### src/rtl/fifo16_pixel_streamer_if.sv
// Pixel output stream of fifo16_pixel_streamer: valid/ready handshake with
// RGB565 data and line/frame position flags.
interface fifo16_pixel_streamer_if;
   logic        pix_valid;
   logic        pix_ready;
   logic [15:0] pix_data;
   logic        pix_sol;
   logic        pix_eol;
   logic        pix_sof;
   logic        pix_eof;

   modport master (
      output pix_valid, pix_data, pix_sol, pix_eol, pix_sof, pix_eof,
      input  pix_ready
   );

   modport slave (
      input  pix_valid, pix_data, pix_sol, pix_eol, pix_sof, pix_eof,
      output pix_ready
   );
endinterface

### src/rtl/fifo16_pixel_streamer.sv
// Read-side consumer of the prefetch FIFO: pops RGB565 words, tags frame position,
// one registered output stage. FIFO16_PIXSTREAM_UNDERRUN_CNT_EN adds underrun_cnt.
module fifo16_pixel_streamer #(
   parameter int H_PIX   = 640,
   parameter int V_LINES = 480,
   parameter int XW      = 10,
   parameter int YW      = 9
) (
   input  logic                            rd_clk,
   input  logic                            rd_rst_n,
   input  logic                            start,
   input  logic                            stop,
   output logic                            fifo_rd_en,
   input  logic                            fifo_rd_vld,
   input  logic [15:0]                     fifo_rd_data,
   fifo16_pixel_streamer_if.master         pix,
   output logic                            busy,
   output logic                            frame_done
`ifdef FIFO16_PIXSTREAM_UNDERRUN_CNT_EN
   ,
   output logic [15:0]                     underrun_cnt
`endif
);

   localparam logic [XW-1:0] X_LAST = XW'(H_PIX - 1);
   localparam logic [YW-1:0] Y_LAST = YW'(V_LINES - 1);

   typedef enum logic [1:0] {IDLE, RUN, DRAIN} state_t;

   state_t        state_q, state_d;
   logic [XW-1:0] x_q, x_d;
   logic [YW-1:0] y_q, y_d;
   logic          valid_q, valid_d;
   logic [15:0]   data_q, data_d;
   logic          sol_q, sol_d, eol_q, eol_d, sof_q, sof_d, eof_q, eof_d;

   logic accept;
   logic start_ok;
   logic last_pix;

   assign accept   = valid_q & pix.pix_ready;
   assign start_ok = (state_q == IDLE) & start & ~stop;
   assign last_pix = (x_q == X_LAST) & (y_q == Y_LAST);

   always_ff @(posedge rd_clk or negedge rd_rst_n) begin
      if (!rd_rst_n) begin
         state_q <= IDLE;
      end else begin
         state_q <= state_d;
      end
   end

   // stop outranks every other event, including a simultaneous start in IDLE
   always_comb begin
      state_d = state_q;
      if (stop) begin
         state_d = IDLE;
      end else begin
         case (state_q)
            IDLE:    if (start) state_d = RUN;
            RUN:     if (fifo_rd_en && last_pix) state_d = DRAIN;
            DRAIN:   if (accept) state_d = IDLE;
            default: state_d = IDLE;
         endcase
      end
   end

   always_comb begin
      busy       = (state_q != IDLE);
      fifo_rd_en = (state_q == RUN) & fifo_rd_vld & (~valid_q | pix.pix_ready) & ~stop;
      frame_done = (state_q == DRAIN) & accept & ~stop;
   end

   always_comb begin
      x_d     = x_q;
      y_d     = y_q;
      data_d  = data_q;
      sol_d   = sol_q;
      eol_d   = eol_q;
      sof_d   = sof_q;
      eof_d   = eof_q;
      valid_d = valid_q;
      if (start_ok) begin
         x_d = '0;
         y_d = '0;
      end
      // flags describe the position of the word being popped, before x/y advance
      if (fifo_rd_en) begin
         data_d = fifo_rd_data;
         sol_d  = (x_q == '0);
         eol_d  = (x_q == X_LAST);
         sof_d  = (x_q == '0) & (y_q == '0);
         eof_d  = last_pix;
         if (x_q == X_LAST) begin
            x_d = '0;
            y_d = (y_q == Y_LAST) ? '0 : y_q + 1'b1;
         end else begin
            x_d = x_q + 1'b1;
         end
      end
      if (stop) begin
         valid_d = 1'b0;
      end else if (fifo_rd_en) begin
         valid_d = 1'b1;
      end else if (accept) begin
         valid_d = 1'b0;
      end
   end

   always_ff @(posedge rd_clk or negedge rd_rst_n) begin
      if (!rd_rst_n) begin
         x_q     <= '0;
         y_q     <= '0;
         valid_q <= 1'b0;
         data_q  <= '0;
         sol_q   <= 1'b0;
         eol_q   <= 1'b0;
         sof_q   <= 1'b0;
         eof_q   <= 1'b0;
      end else begin
         x_q     <= x_d;
         y_q     <= y_d;
         valid_q <= valid_d;
         data_q  <= data_d;
         sol_q   <= sol_d;
         eol_q   <= eol_d;
         sof_q   <= sof_d;
         eof_q   <= eof_d;
      end
   end

   assign pix.pix_valid = valid_q;
   assign pix.pix_data  = data_q;
   assign pix.pix_sol   = sol_q;
   assign pix.pix_eol   = eol_q;
   assign pix.pix_sof   = sof_q;
   assign pix.pix_eof   = eof_q;

`ifdef FIFO16_PIXSTREAM_UNDERRUN_CNT_EN
   logic [15:0] urun_q, urun_d;

   // a starved cycle: the output stage could take a word but the FIFO has none
   always_comb begin
      urun_d = urun_q;
      if (start_ok) begin
         urun_d = '0;
      end else if ((state_q == RUN) && (!valid_q || pix.pix_ready) && !fifo_rd_vld
                   && (urun_q != 16'hFFFF)) begin
         urun_d = urun_q + 16'd1;
      end
   end

   always_ff @(posedge rd_clk or negedge rd_rst_n) begin
      if (!rd_rst_n) begin
         urun_q <= '0;
      end else begin
         urun_q <= urun_d;
      end
   end

   assign underrun_cnt = urun_q;
`endif

endmodule
### src/flat_wrapper.sv
// flat-port wrapper written by rule: the top's interface ports become plain ports
module fifo16_pixel_streamer_flat 
#(
   parameter int H_PIX   = 640,
   parameter int V_LINES = 480,
   parameter int XW      = 10,
   parameter int YW      = 9
)
  (rd_clk, rd_rst_n, start, stop, fifo_rd_en, fifo_rd_vld, fifo_rd_data, busy, frame_done, pix_pix_valid, pix_pix_data, pix_pix_sol, pix_pix_eol, pix_pix_sof, pix_pix_eof, pix_pix_ready);
  fifo16_pixel_streamer_if pix_i ();
  input  logic rd_clk;
  input  logic rd_rst_n;
  input  logic start;
  input  logic stop;
  output logic fifo_rd_en;
  input  logic fifo_rd_vld;
  input  logic [15:0] fifo_rd_data;
  output logic busy;
  output logic frame_done;
  output wire logic [$bits(pix_i.pix_valid)-1:0] pix_pix_valid;
  output wire logic [$bits(pix_i.pix_data)-1:0] pix_pix_data;
  output wire logic [$bits(pix_i.pix_sol)-1:0] pix_pix_sol;
  output wire logic [$bits(pix_i.pix_eol)-1:0] pix_pix_eol;
  output wire logic [$bits(pix_i.pix_sof)-1:0] pix_pix_sof;
  output wire logic [$bits(pix_i.pix_eof)-1:0] pix_pix_eof;
  input wire logic [$bits(pix_i.pix_ready)-1:0] pix_pix_ready;
  assign pix_pix_valid = pix_i.pix_valid;
  assign pix_pix_data = pix_i.pix_data;
  assign pix_pix_sol = pix_i.pix_sol;
  assign pix_pix_eol = pix_i.pix_eol;
  assign pix_pix_sof = pix_i.pix_sof;
  assign pix_pix_eof = pix_i.pix_eof;
  assign pix_i.pix_ready = pix_pix_ready;
  fifo16_pixel_streamer #(.H_PIX(H_PIX), .V_LINES(V_LINES), .XW(XW), .YW(YW)) u_core (.rd_clk(rd_clk), .rd_rst_n(rd_rst_n), .start(start), .stop(stop), .fifo_rd_en(fifo_rd_en), .fifo_rd_vld(fifo_rd_vld), .fifo_rd_data(fifo_rd_data), .pix(pix_i), .busy(busy), .frame_done(frame_done));
endmodule
### config.mk
export PLATFORM = sky130hd
export DESIGN_NAME = fifo16_pixel_streamer_flat
export DESIGN_NICKNAME = d
export VERILOG_FILES = /design/src/rtl/fifo16_pixel_streamer_if.sv /design/src/rtl/fifo16_pixel_streamer.sv /design/src/flat_wrapper.sv
export SDC_FILE = /design/constraint.sdc
export NUM_CORES = 1
export LEC_CHECK = 0
export BUFFER_PORTS_ARGS = -buffer_cell sky130_fd_sc_hd__buf_2
export CORE_MARGIN = 2
export CORE_UTILIZATION = 40
export DETAILED_ROUTE_END_ITERATION = 10
export GPL_ROUTABILITY_DRIVEN = 0
export HOLD_SLACK_MARGIN = 0.15
export SLEW_MARGIN = 10
export SYNTH_ARGS = -nofsm -noshare
export SYNTH_HDL_FRONTEND = slang
export SYNTH_SLANG_ARGS = --single-unit
### constraint.sdc
create_clock -name rd_clk -period 2.1 [get_ports rd_clk]
set_input_delay 0.21 -clock rd_clk [delete_from_list [all_inputs] [get_ports rd_clk]]
set_output_delay 0.21 -clock rd_clk [all_outputs]
set_load 0.005 [all_outputs]
* Word-level counts from Yosys, hierarchy flattened
Cells that the tools add are included.
** Storage, ports and cells
- Bits in registers :: 42
- Memories kept :: 0
- RAM bits :: 0
- Latch bits :: 0
- Memory bits (read-only) :: 0
- Input bits :: 22
** Cells by class
- Reduce and logical (&&, ||, !) cells :: 8
- $lt $le $gt $ge :: 0
- $mul :: 0
- Equality and inequality tests :: 7
- $add $sub $neg :: 2
- Shifts and indexed selects :: 0
- Bitwise operators :: 13
- Div/mod/pow operators :: 0
- Multiplexer cells :: 15
** Operators with widths (count)
- $mux 9 :: 4
- $mux 10 :: 3
- $add 10x1->10 const B :: 1
- $and 1x1->1 :: 10
- $eq 10x10->1 const B :: 1
- $logic_not 10->1 :: 1
- $add 9x1->9 const B :: 1
- $eq 9x9->1 const B :: 1
- $logic_not 9->1 :: 1
- $mux 2 :: 4
- $ne 3x2->1 const B :: 2
- $pmux 2 s3 :: 1
- $reduce_bool 2->1 :: 2
- $mux 1 :: 3
- $ne 3x3->1 const B :: 1
- $reduce_and 3->1 :: 1
- $reduce_bool 3->1 :: 1
- $eq 2x1->1 const B :: 1
- $eq 2x2->1 const B :: 1
- $logic_not 2->1 :: 1
- $not 1->1 :: 2
- $logic_and 1x1->1 :: 1
- $or 1x1->1 :: 1

* Logic depth before layout (Yosys ltp)
Gate-level depths: netlist of run 1.
- Word-level depth :: 8
- Depth in mapped cells :: 8
- Mapped depth without buffers :: 5

* Worst setup path before layout of run 1
OpenSTA, ideal clock, no wires.
- Path type :: register to register
- Start :: register u_core.x_q[0]
- End :: register u_core.y_q[2]
- Cell stages (with the launch flop) :: 7
- Clock period less this slack :: 1694 ps
- Library setup time :: 126 ps
- Arrival :: 1568 ps
- Setup slack :: 406 ps
- Buffers on the path :: 1
- Cells stage by stage :: dfrtp_1 -> ha_1 -> and3_1 -> nand3_1 -> buf_2 -> nor2_1 -> a221o_1
** On the way
- Word-level cells in the longest chain between the ends :: 3
** RTL lines
- start, declared :: RTL line fifo16_pixel_streamer.sv:31 : logic [XW-1:0] x_q, x_d;
- start signal, assigned :: RTL line fifo16_pixel_streamer.sv:112 : x_q <= '0;
- start signal, assigned :: RTL line fifo16_pixel_streamer.sv:121 : x_q <= x_d;
- $eq 10x10->1 :: RTL line fifo16_pixel_streamer.sv:94 : if (x_q == X_LAST) begin
- $mux 9 :: RTL line fifo16_pixel_streamer.sv:94
- $mux 9 :: RTL line fifo16_pixel_streamer.sv:88 : if (fifo_rd_en) begin
- named net u_core.y_d[2] :: RTL line fifo16_pixel_streamer.sv:32 : logic [YW-1:0] y_q, y_d;
- end signal, assigned :: RTL line fifo16_pixel_streamer.sv:122 : y_q <= y_d;
- end, declared :: RTL line fifo16_pixel_streamer.sv:32
The timed path passes the listed nets, and every way through them passes these cells.
A chain may end at the register's enable or synchronous reset.

* Worst setup path in the final report of run 1
- Start :: input stop
- End :: output fifo_rd_en
** On the way
- Word-level cells in the longest chain between the ends :: 2
** RTL lines
- start, declared :: RTL line flat_wrapper.sv:14 : input logic stop;
- $not 1->1 :: RTL line fifo16_pixel_streamer.sv:70 : fifo_rd_en = (state_q == RUN) & fifo_rd_vld & (~valid_q | pix.pix_ready) & ~stop;
- $and 1x1->1 :: RTL line fifo16_pixel_streamer.sv:70
- end, declared :: RTL line flat_wrapper.sv:15 : output logic fifo_rd_en;
Every way passes these cells.

==> impl_metrics.csv, run 1 <==
group,metric,value,unit
outcome,status,"completed",
floorplan,start_util,0.4133,
synthesis,netlist_area,2111,sq um
global_route,grt_start_max_net_pins,43,
clocking,numClockSinks,42,
floorplan,die_area,5874,sq um
layout,final_cell_mix,"61 x nand2_1, 45 x buf_2, 42 x dfrtp_1",
clocking,cts_tree,"built",
synthesis,yosysWarnings,0,
clocking,cts_buffers,5,
sta,slew_headroom,0.6125,
critical_path,cp_data_required_time,1890,ps
clocking,clockRootBuffer,"clkbuf_8",
sta,max_freq,516.6,MHz
floorplan,fp.dieW,76.64,um
global_route,grt_pass1_vias,1804,
route,wl_per_cell,12.94,um
pwr,seqPwrFrac,0.502,
global_route,grt_pass1_wl,8.217,mm
clocking,path_clk_slew,80,ps
sta,worst_pin_slew,580.0,ps
critical_path,path_cells,"dlygate4sd3_1 > buf_2 > nand4bb_1 > or2_1 > inv_2 > buf_2",
placement,dp_cells,336,
pwr,clkPwrFrac,0.337,
sta,period_share,0.9217,
sta,fin_crit,1936,ps
critical_path,critical-path-max-stage-delay,530,ps
synthesis,async_flop_share,1.000,
synthesis,synth_edf_count,0,
pwr,leakagePower,0.001392,uW
layout,layout_commonest_cell,"nand2_1",
floorplan,core_area,5107,sq um
clocking,htree_levels,2,
synthesis,synth_seq_cells,42,
sta,setup_viol,0,
layout,fin_nets,317,
global_route,gr-total-overflow,0,
floorplan,io_pins,46,
clocking,postCtsSetupRepairBufs,0,
critical_path,slowest_stage,"dlygate4sd3_1",
pwr,combPwrFrac,0.160,
layout,drive_above_1_share,0.2500,
synthesis,syn-num-nets,247,
placement,placement.io_buffers,45,
sta,fin_skew,2.599,ps
synthesis,ys.flop_type,"dfrtp_1",
pwr,p_int,1404,uW
pwr,powerDensity,686.4,nW/um^2
critical_path,worstPathMaxFanout,14,
placement,dp_hpwl,3.086,mm
pwr,switching_power,480.7,uW
critical_path,critPathCaptureType,"primary output",
synthesis,ys_types,50,
synthesis,ys_seq_area_frac,0.4979,
layout,final_cells,362,
route,wl,4.685,mm
route,antenna_left,0,
pwr,peakVddDrop,0.0003204,V
clocking,clock_path_buffers,2,
route,dr.pass1.iters,4,
global_route,grtUsageTotal,0.1713,
run,drv_cap,0,
floorplan,fp-row-count,26,
route,drt_iter0_markers,120,
sta,finalHoldViolations,0,
critical_path,critPathLaunchType,"input port",
critical_path,crit_top_cell,"buf_2",
sta,final.setup.tns,0,ps
synthesis,postSynthAreaPerCell,9.551,sq um
route,drt-vias-per-instance,5.069,
global_route,antenna_found_initial,0,
layout,diodes,0,
layout,syn_to_final_growth,30.11,%
synthesis,netlist_instances,221,
critical_path,cp_top_family,"buffers and inverters",
route,vias,1835,
sta,rsz0062_at_grt,"false",
critical_path,critPathArrivalTime,1730,ps
worst_hold_path,hp-class,"input port to register",
pwr,swShare,0.2550,
clocking,clkLatencyLatePin,290,ps
critical_path,crit_buf_inv,4,
critical_path,critPathKind,"input port to primary output",
route,drc,0,
sta,maxSlewViolCount,0,
layout,fillers,478,
floorplan,fp.dieH,76.64,um
-- tightest hold or removal path, stage by stage --
cell     delay [ps]
buf_2           100
nor2_1          100
nor4b_1          60
-- final timing paths --
path / startpoint / to / slack, ps / cells after the start
setup / recovery: stop / fifo_rd_en / 160 / 6
hold / removal: start / u_core.state_q[0]$_DFFE_PN0P_ / 210 / 3
setup reg to reg: u_core.x_q[1]$_DFFE_PN0P_ / u_core.y_q[5]$_DFF_PN0_ / 230 / 6
hold reg to reg: u_core.pix.pix_data[13]$_DFFE_PN0P_ / u_core.pix.pix_data[13]$_DFFE_PN0P_ / 470 / 2
max in group asynchronous: rd_rst_n / u_core.pix.pix_valid$_DFFE_PN0P_ / 1480 / 3
min in group asynchronous: rd_rst_n / u_core.y_q[1]$_DFF_PN0_ / 410 / 3
-- through the flow --
stage,cell area (sq um),hold WS [ps],power (uW),setup WS [ps],util
2_1_floorplan,2111,-85.59,1085,406.1,-
3_3_place_gp,2456,204.4,1234,275.4,0.4809
3_5_place_dp,2456,204.4,1243,248.7,0.4809
4_1_cts,2746,204.8,1915,165.9,0.5377
5_1_grt,2746,231.4,1998,25.69,0.5377
6_report,2746,209.5,1885,164.4,0.5377
-- registers in the layout, indices dropped and copies added (netlist names) --
signal                flops
u_core.pix.pix_sof        1
u_core.pix.pix_eol        1
u_core.x_q               10
u_core.state_q            2
u_core.pix.pix_sol        1
u_core.pix.pix_valid      1
u_core.y_q                9
u_core.pix.pix_data      16
u_core.pix.pix_eof        1
-- power groups by stage --
stage | logic, uW | clock network [uW] | registers [uW]
2_1_floorplan | 116 | 0 | 969
3_3_place_gp | 274 | 0 | 960
3_5_place_dp | 281 | 0 | 961
4_1_cts | 306 | 661 | 947
5_1_grt | 348 | 688 | 962
6_report | 302 | 636 | 947
-- logic make-up (layout without fill, tap and decap cells) --
| family | after synthesis | after routing | synth area share |
|---|---|---|---|
| AOI/OAI and AO/OA | 39 | 39 | 0.1441 |
| xor gates and xnor gates | 1 | 1 | 0.004150 |
| adders and majority gates | 4 | 4 | 0.02371 |
| buffers and inverters | 15 | 86 | 0.03320 |
| DFF | 42 | 42 | 0.4979 |
| muxes | 1 | 1 | 0.005335 |
| and+or+nand+nor | 119 | 119 | 0.2916 |
-- synth_stat cells, types with 3 or more instances --
| master | instances | area, sq um |
|---|---|---|
| a2111oi_0 | 3 | 26.28 |
| nand2_1 | 61 | 229.0 |
| o21ai_0 | 3 | 15.01 |
| nor4b_1 | 4 | 35.03 |
| buf_2 | 8 | 40.04 |
| nor4_1 | 3 | 18.77 |
| o21ai_1 | 6 | 30.03 |
| nor3_1 | 4 | 20.02 |
| nor2_1 | 6 | 22.52 |
| dfrtp_1 | 42 | 1051 |
| and3_1 | 6 | 37.54 |
| nand3_1 | 12 | 60.06 |
| a21o_1 | 6 | 45.04 |
| inv_1 | 5 | 18.77 |
| ha_1 | 4 | 50.05 |
| a31oi_1 | 3 | 18.77 |
-- per-layer routing --
metal,wire [um],part of all wire,track usage
met4,36,0.0077,0.04364
met3,194,0.041,0.03910
met5,0,0,0
met1,2352,0.50,0.2297
met2,2102,0.45,0.2814
-- timing repair --
action,CTS,global route
gates resized for setup,0,0
hold buffers,18,0
hold endpoints to repair,60,0
endpoints found under the setup margin,0,0
-- cell type report --
cell class	count	area (sq um)	share of cell area
flip-flops and latches	42	1051	0.3827
multi-input cells	164	989.7	0.3604
well taps	70	87.58	0.03189
clock buffers	6	72.57	0.02642
repair buffers	72	485.5	0.1768
inverters	6	22.52	0.008200
clock inverters	2	37.54	0.01367
(Power assumes the default switching activity.)
==> run 2: changes to the inputs <==
--- a/config.mk
+++ b/config.mk
@@ -11,6 +11,7 @@
 export DETAILED_ROUTE_END_ITERATION = 10
 export GPL_ROUTABILITY_DRIVEN = 0
 export HOLD_SLACK_MARGIN = 0.15
+export MAX_ROUTING_LAYER = met4
 export SLEW_MARGIN = 10
 export SYNTH_ARGS = -nofsm -noshare
 export SYNTH_HDL_FRONTEND = slang
==> run 2 against run 1 <==
  * Clock skew hardly changed
  * Sequential power hardly changed
  * Critical endpoint is now u_core.y_q[2]$_DFF_PN0_
  * Via count increased by 0.49%
  * Cell count stayed put
  * Largest cell class unchanged
  * Setup slack is essentially flat
  * Highest routed layer unchanged
  * Flip-flop and latch count did not move
  * Hold slack hardly changed
  * Wire length about the same
  * Sequential share of layout area is the same
  * Critical path type is now input port to register
==> impl_metrics.csv, run 2 (same netlist as run 1, synthesis figures left out) <==
group,metric,value,unit
sta,fin_skew,3.004,ps
critical_path,r2r-end,"u_core.y_q[5]$_DFF_PN0_",
clocking,clkLatencyLatePin,290,ps
layout,final_cells,362,
global_route,antenna_found_initial,0,
sta,rsz0062_at_grt,"false",
clocking,clockRootBuffer,"clkbuf_8",
global_route,grt_pass1_wl,8.231,mm
critical_path,cp_data_required_time,2280,ps
clocking,cts_resized,0,
global_route,gr-total-overflow,0,
route,wl,4.688,mm
critical_path,rr_worst_depth,6,
global_route,grtUsageTotal,0.1765,
worst_hold_path,hp-class,"input port to register",
floorplan,fp.dieW,76.64,um
route,drt-vias-per-instance,5.094,
layout,drive_above_1_share,0.2500,
critical_path,cp-startpoint,"stop",
layout,diodes,0,
floorplan,die_area,5874,sq um
pwr,clkPwrFrac,0.337,
global_route,grt_start_max_net_pins,43,
clocking,htree_levels,2,
floorplan,fp-row-count,26,
worst_hold_path,min_from,"start",
sta,max_freq,516.6,MHz
route,drt_iter0_markers,119,
clocking,numClockSinks,42,
sta,period_share,0.9218,
floorplan,fp.dieH,76.64,um
pwr,switching_power,480.7,uW
sta,setup_viol,0,
route,vias,1844,
global_route,grt_pass1_vias,1806,
sta,final.setup.tns,0,ps
route,drc,0,
clocking,cts_buffers,5,
placement,placement.io_buffers,45,
sta,maxSlewViolCount,0,
placement,dp_hpwl,3.086,mm
route,dr.pass1.iters,4,
sta,fin_crit,1936,ps
outcome,status,"completed",
layout,layout_commonest_cell,"nand2_1",
floorplan,core_area,5107,sq um
pwr,seqPwrFrac,0.502,
clocking,clock_path_buffers,2,
route,wl_per_cell,12.95,um
floorplan,start_util,0.4133,
critical_path,critPathLaunchType,"input port",
layout,fillers,478,
critical_path,critPathCaptureType,"register",
run,drv_cap,0,
sta,slew_headroom,0.6096,
layout,fin_nets,317,
pwr,peakVddDrop,0.0003206,V
sta,worst_pin_slew,584.4,ps
critical_path,critPathKind,"input port to register",
layout,final_cell_mix,"61 x nand2_1, 45 x buf_2, 42 x dfrtp_1",
route,antenna_left,0,
placement,dp_cells,336,
critical_path,r2r_start,"u_core.x_q[1]$_DFFE_PN0P_",
pwr,powerDensity,686.4,nW/um^2
layout,largest_reg_flops,16,
pwr,combPwrFrac,0.160,
clocking,cts_tree,"built",
critical_path,ff2ff_setup_slack,220,ps
pwr,swShare,0.2550,
critical_path,worstPathMaxFanout,14,
sta,finalHoldViolations,0,
critical_path,crit_path_end,"u_core.y_q[2]$_DFF_PN0_",
floorplan,io_pins,46,
pwr,p_int,1404,uW
critical_path,critPathArrivalTime,2120,ps
layout,syn_to_final_growth,30.11,%
clocking,path_clk_slew,80,ps
pwr,leakagePower,0.001392,uW
[run 2: cell counts in the layout (fill, tap and decap cells not counted)]
No cell type changed its count.
[run 2: worst min path at each step]
stage	end	cells past startpoint
2_1_floorplan	u_core.pix.pix_data[0]$_DFFE_PN0P_	0
3_3_place_gp	u_core.y_q[2]$_DFF_PN0_	2
3_5_place_dp	u_core.y_q[1]$_DFF_PN0_	2
4_1_cts	u_core.state_q[0]$_DFFE_PN0P_	3
5_1_grt	u_core.pix.pix_valid$_DFFE_PN0P_	3
6_report	u_core.state_q[0]$_DFFE_PN0P_	3
[run 2: area by class of cell]
class / instances / area [sq um] / share of cell area
inverters: 6 / 22.52 / 0.008200
repair buffers: 72 / 485.5 / 0.1768
multi-input cells: 164 / 989.7 / 0.3604
clock buffers: 6 / 72.57 / 0.02642
flip-flops and latches: 42 / 1051 / 0.3827
clock inverters: 2 / 37.54 / 0.01367
well taps: 70 / 87.58 / 0.03189
[run 2: per-stage QoR]
stage | hold slack [ps] | total power [uW] | utilization | worst slack (ps) | cell area (sq um)
after floorplan | -85.59 | 1085 | - | 406.1 | 2111
after global placement | 204.4 | 1234 | 0.4809 | 275.4 | 2456
after detailed placement | 204.4 | 1243 | 0.4809 | 248.7 | 2456
after CTS | 204.8 | 1915 | 0.5377 | 165.9 | 2746
after global routing | 231.4 | 1998 | 0.5377 | 25.69 | 2746
final | 210.0 | 1885 | 0.5377 | 164.2 | 2746
[run 2: critical path: stages]
cell and delay, ps:
dlygate4sd3_1 530, buf_2 160, nand4bb_1 190, or2_1 260
inv_2 200, a21oi_2 180, a221o_1 370
[run 2: power by group through the flow]
stage / logic (uW) / clock network [uW] / registers (uW)
finish: 302 / 636 / 947
global route: 348 / 688 / 962
CTS: 306 / 661 / 947
detailed placement: 281 / 0 / 961
global placement: 274 / 0 / 960
floorplan: 116 / 0 / 969
[run 2: timing repair]
item,in CTS,in global routing
setup endpoints to repair,0,0
hold buffers,18,0
endpoints found under the hold margin,60,0
buffers inserted,0,0
[run 2: per-layer routing]
| metal | GRT usage | up-vias | part of all wire |
|---|---|---|---|
| met4 | 0.04364 | 0 | 0.0077 |
| met2 | 0.2814 | 46 | 0.45 |
| li1 | - | 933 | - |
| met5 | - | - | 0 |
| met3 | 0.03910 | 4 | 0.037 |
| met1 | 0.2305 | 861 | 0.50 |
==> run 3: changes to the inputs <==
--- a/config.mk
+++ b/config.mk
@@ -8,6 +8,7 @@
 export BUFFER_PORTS_ARGS = -buffer_cell sky130_fd_sc_hd__buf_2
 export CORE_MARGIN = 2
 export CORE_UTILIZATION = 40
+export CTS_BUF_LIST = sky130_fd_sc_hd__clkbuf_8 sky130_fd_sc_hd__clkbuf_16
 export DETAILED_ROUTE_END_ITERATION = 10
 export GPL_ROUTABILITY_DRIVEN = 0
 export HOLD_SLACK_MARGIN = 0.15
==> run 3 against run 2 <==
  * Critical path depth did not move
  * Critical path type unchanged
  * Global-route usage did not move
  * Sequential power barely moved
  * Sequential share of layout area did not move
  * Non-clock buffer count did not move
==> impl_metrics.csv, run 3 (same netlist as run 1, synthesis figures left out) <==
group,metric,value,unit
clocking,clkLatencyLatePin,290,ps
clocking,cts_buffers,5,
critical_path,path_cells,"dlygate4sd3_1 > buf_2 > nand4bb_1 > or2_1 > inv_2 > a21oi_2 > a221o_1",
layout,fin_nets,317,
pwr,leakagePower,0.001397,uW
critical_path,cp_data_required_time,2280,ps
clocking,cts_tree,"built",
layout,layout_commonest_cell,"nand2_1",
sta,setup_viol,0,
route,antenna_left,0,
route,drc,0,
clocking,htree_levels,2,
floorplan,fp.dieH,76.64,um
global_route,antenna_found_initial,0,
floorplan,start_util,0.4133,
critical_path,rr_worst_depth,6,
layout,final_cells,362,
sta,max_freq,515.4,MHz
sta,slew_headroom,0.6095,
critical_path,critPathKind,"input port to register",
critical_path,worstPathMaxFanout,14,
layout,final_cell_mix,"61 x nand2_1, 45 x buf_2, 42 x dfrtp_1",
placement,placement.io_buffers,45,
clocking,path_clk_slew,80,ps
critical_path,critPathLaunchType,"input port",
sta,fin_skew,3.673,ps
pwr,powerDensity,683.0,nW/um^2
sta,finalHoldViolations,0,
sta,maxSlewViolCount,0,
clocking,clockRootBuffer,"clkbuf_8",
global_route,grt_pass1_wl,8.231,mm
worst_hold_path,hp-class,"input port to register",
layout,final_core_utilization,0.5377,
global_route,grtUsageTotal,0.1765,
clocking,postCtsSetupRepairBufs,0,
global_route,grt_start_max_net_pins,43,
outcome,status,"completed",
layout,diodes,0,
pwr,peakVddDrop,0.0003206,V
run,drv_cap,0,
sta,final.setup.tns,0,ps
worst_hold_path,min_from,"start",
worst_hold_path,worstHoldPathCells,3,
clocking,cts_resized,0,
sta,fin_crit,1940,ps
global_route,gr-total-overflow,0,
critical_path,r2r-end,"u_core.y_q[5]$_DFF_PN0_",
sta,rsz0062_at_grt,"false",
critical_path,cp_top_family,"buffers and inverters",
layout,largest_reg_flops,16,
layout,drive_above_1_share,0.2500,
placement,pre_cts_slack,248.7,ps
layout,syn_to_final_growth,30.11,%
critical_path,slowest_stage,"dlygate4sd3_1",
route,drt_iter0_markers,112,
route,wl,4.666,mm
route,vias,1846,
layout,stdcell_area,2746,sq um
route,dr.pass1.iters,4,
route,wl_per_cell,12.89,um
critical_path,critPathCaptureType,"register",
floorplan,io_pins,46,
critical_path,r2r_start,"u_core.x_q[1]$_DFFE_PN0P_",
floorplan,die_area,5874,sq um
floorplan,fp-row-count,26,
sta,fin_ws,159.6,ps
critical_path,crit_buf_inv,3,
critical_path,critPathArrivalTime,2120,ps
sta,period_share,0.9240,
floorplan,fp.dieW,76.64,um
route,drt-vias-per-instance,5.099,
global_route,grt_pass1_vias,1806,
placement,dpl_cell_area,2456,sq um
critical_path,ff2ff_setup_slack,230,ps
clocking,clock_path_buffers,2,
placement,dp_hpwl,3.086,mm
sta,worst_pin_slew,584.5,ps
clocking,numClockSinks,42,
placement,dp_cells,336,
floorplan,core_area,5107,sq um
worst_hold_path,hold_end,"u_core.state_q[0]$_DFFE_PN0P_",
critical_path,critical-path-max-stage-delay,530,ps
[run 3: changes by cell type in the layout (fill, tap and decap cells not counted)]
cell and change:
clkbuf_1 -1, inv_1 +1
[run 3: worst max-delay path by stage]
stage / cells after the start / startpoint / end
finish: 7 / stop / u_core.y_q[2]$_DFF_PN0_
global route: 6 / u_core.x_q[1]$_DFFE_PN0P_ / u_core.y_q[5]$_DFF_PN0_
CTS: 6 / stop / fifo_rd_en
detailed placement: 6 / u_core.x_q[1]$_DFFE_PN0P_ / u_core.y_q[5]$_DFF_PN0_
global placement: 6 / u_core.x_q[0]$_DFFE_PN0P_ / u_core.y_q[3]$_DFF_PN0_
floorplan: 6 / u_core.x_q[0]$_DFFE_PN0P_ / u_core.y_q[2]$_DFF_PN0_
[run 3: worst reg2reg max path, cell delays in order, from the launching register on]
cell and delay (ps):
dfrtp_1 390, ha_1 210, and3_1 270, nand3_1 230, buf_4 230, a2111oi_0 370
a21o_1 130
[run 3: stage by stage]
step / power [uW] / hold slack, ps
final: 1876 / 214.8
after global routing: 1994 / 231.4
after floorplan: 1085 / -85.59
after global placement: 1234 / 204.4
after detailed placement: 1243 / 204.4
after CTS: 1910 / 204.8
[run 3: power by group]
group | internal (uW) | switching (uW)
combinational | 152 | 150
clock | 350 | 277
sequential | 897 | 49.8
total | 1400 | 476
[run 3: per-layer routing]
layer / wire length, um / up-vias / share of wire / track usage
met5: 0 / - / 0 / -
met4: 21 / 0 / 0.0045 / 0.04364
met3: 180 / 2 / 0.039 / 0.03910
met2: 2111 / 50 / 0.45 / 0.2814
met1: 2353 / 861 / 0.50 / 0.2305
li1: - / 933 / - / -
[run 3: repair_timing]
item,in CTS,in global routing
hold buffers,18,0
endpoints found under the setup margin,0,0
hold endpoints to repair,60,0
[run 3: area by class of cell]
cell class                      count  area, sq um
Clock inverter                      3        41.29
Tap cell                           70        87.58
Clock buffer                        5        68.82
Sequential cell                    42         1051
Inverter                            6        22.52
Timing Repair Buffer               72        485.5
Multi-Input combinational cell    164        989.7
Fill cell                         478         2361
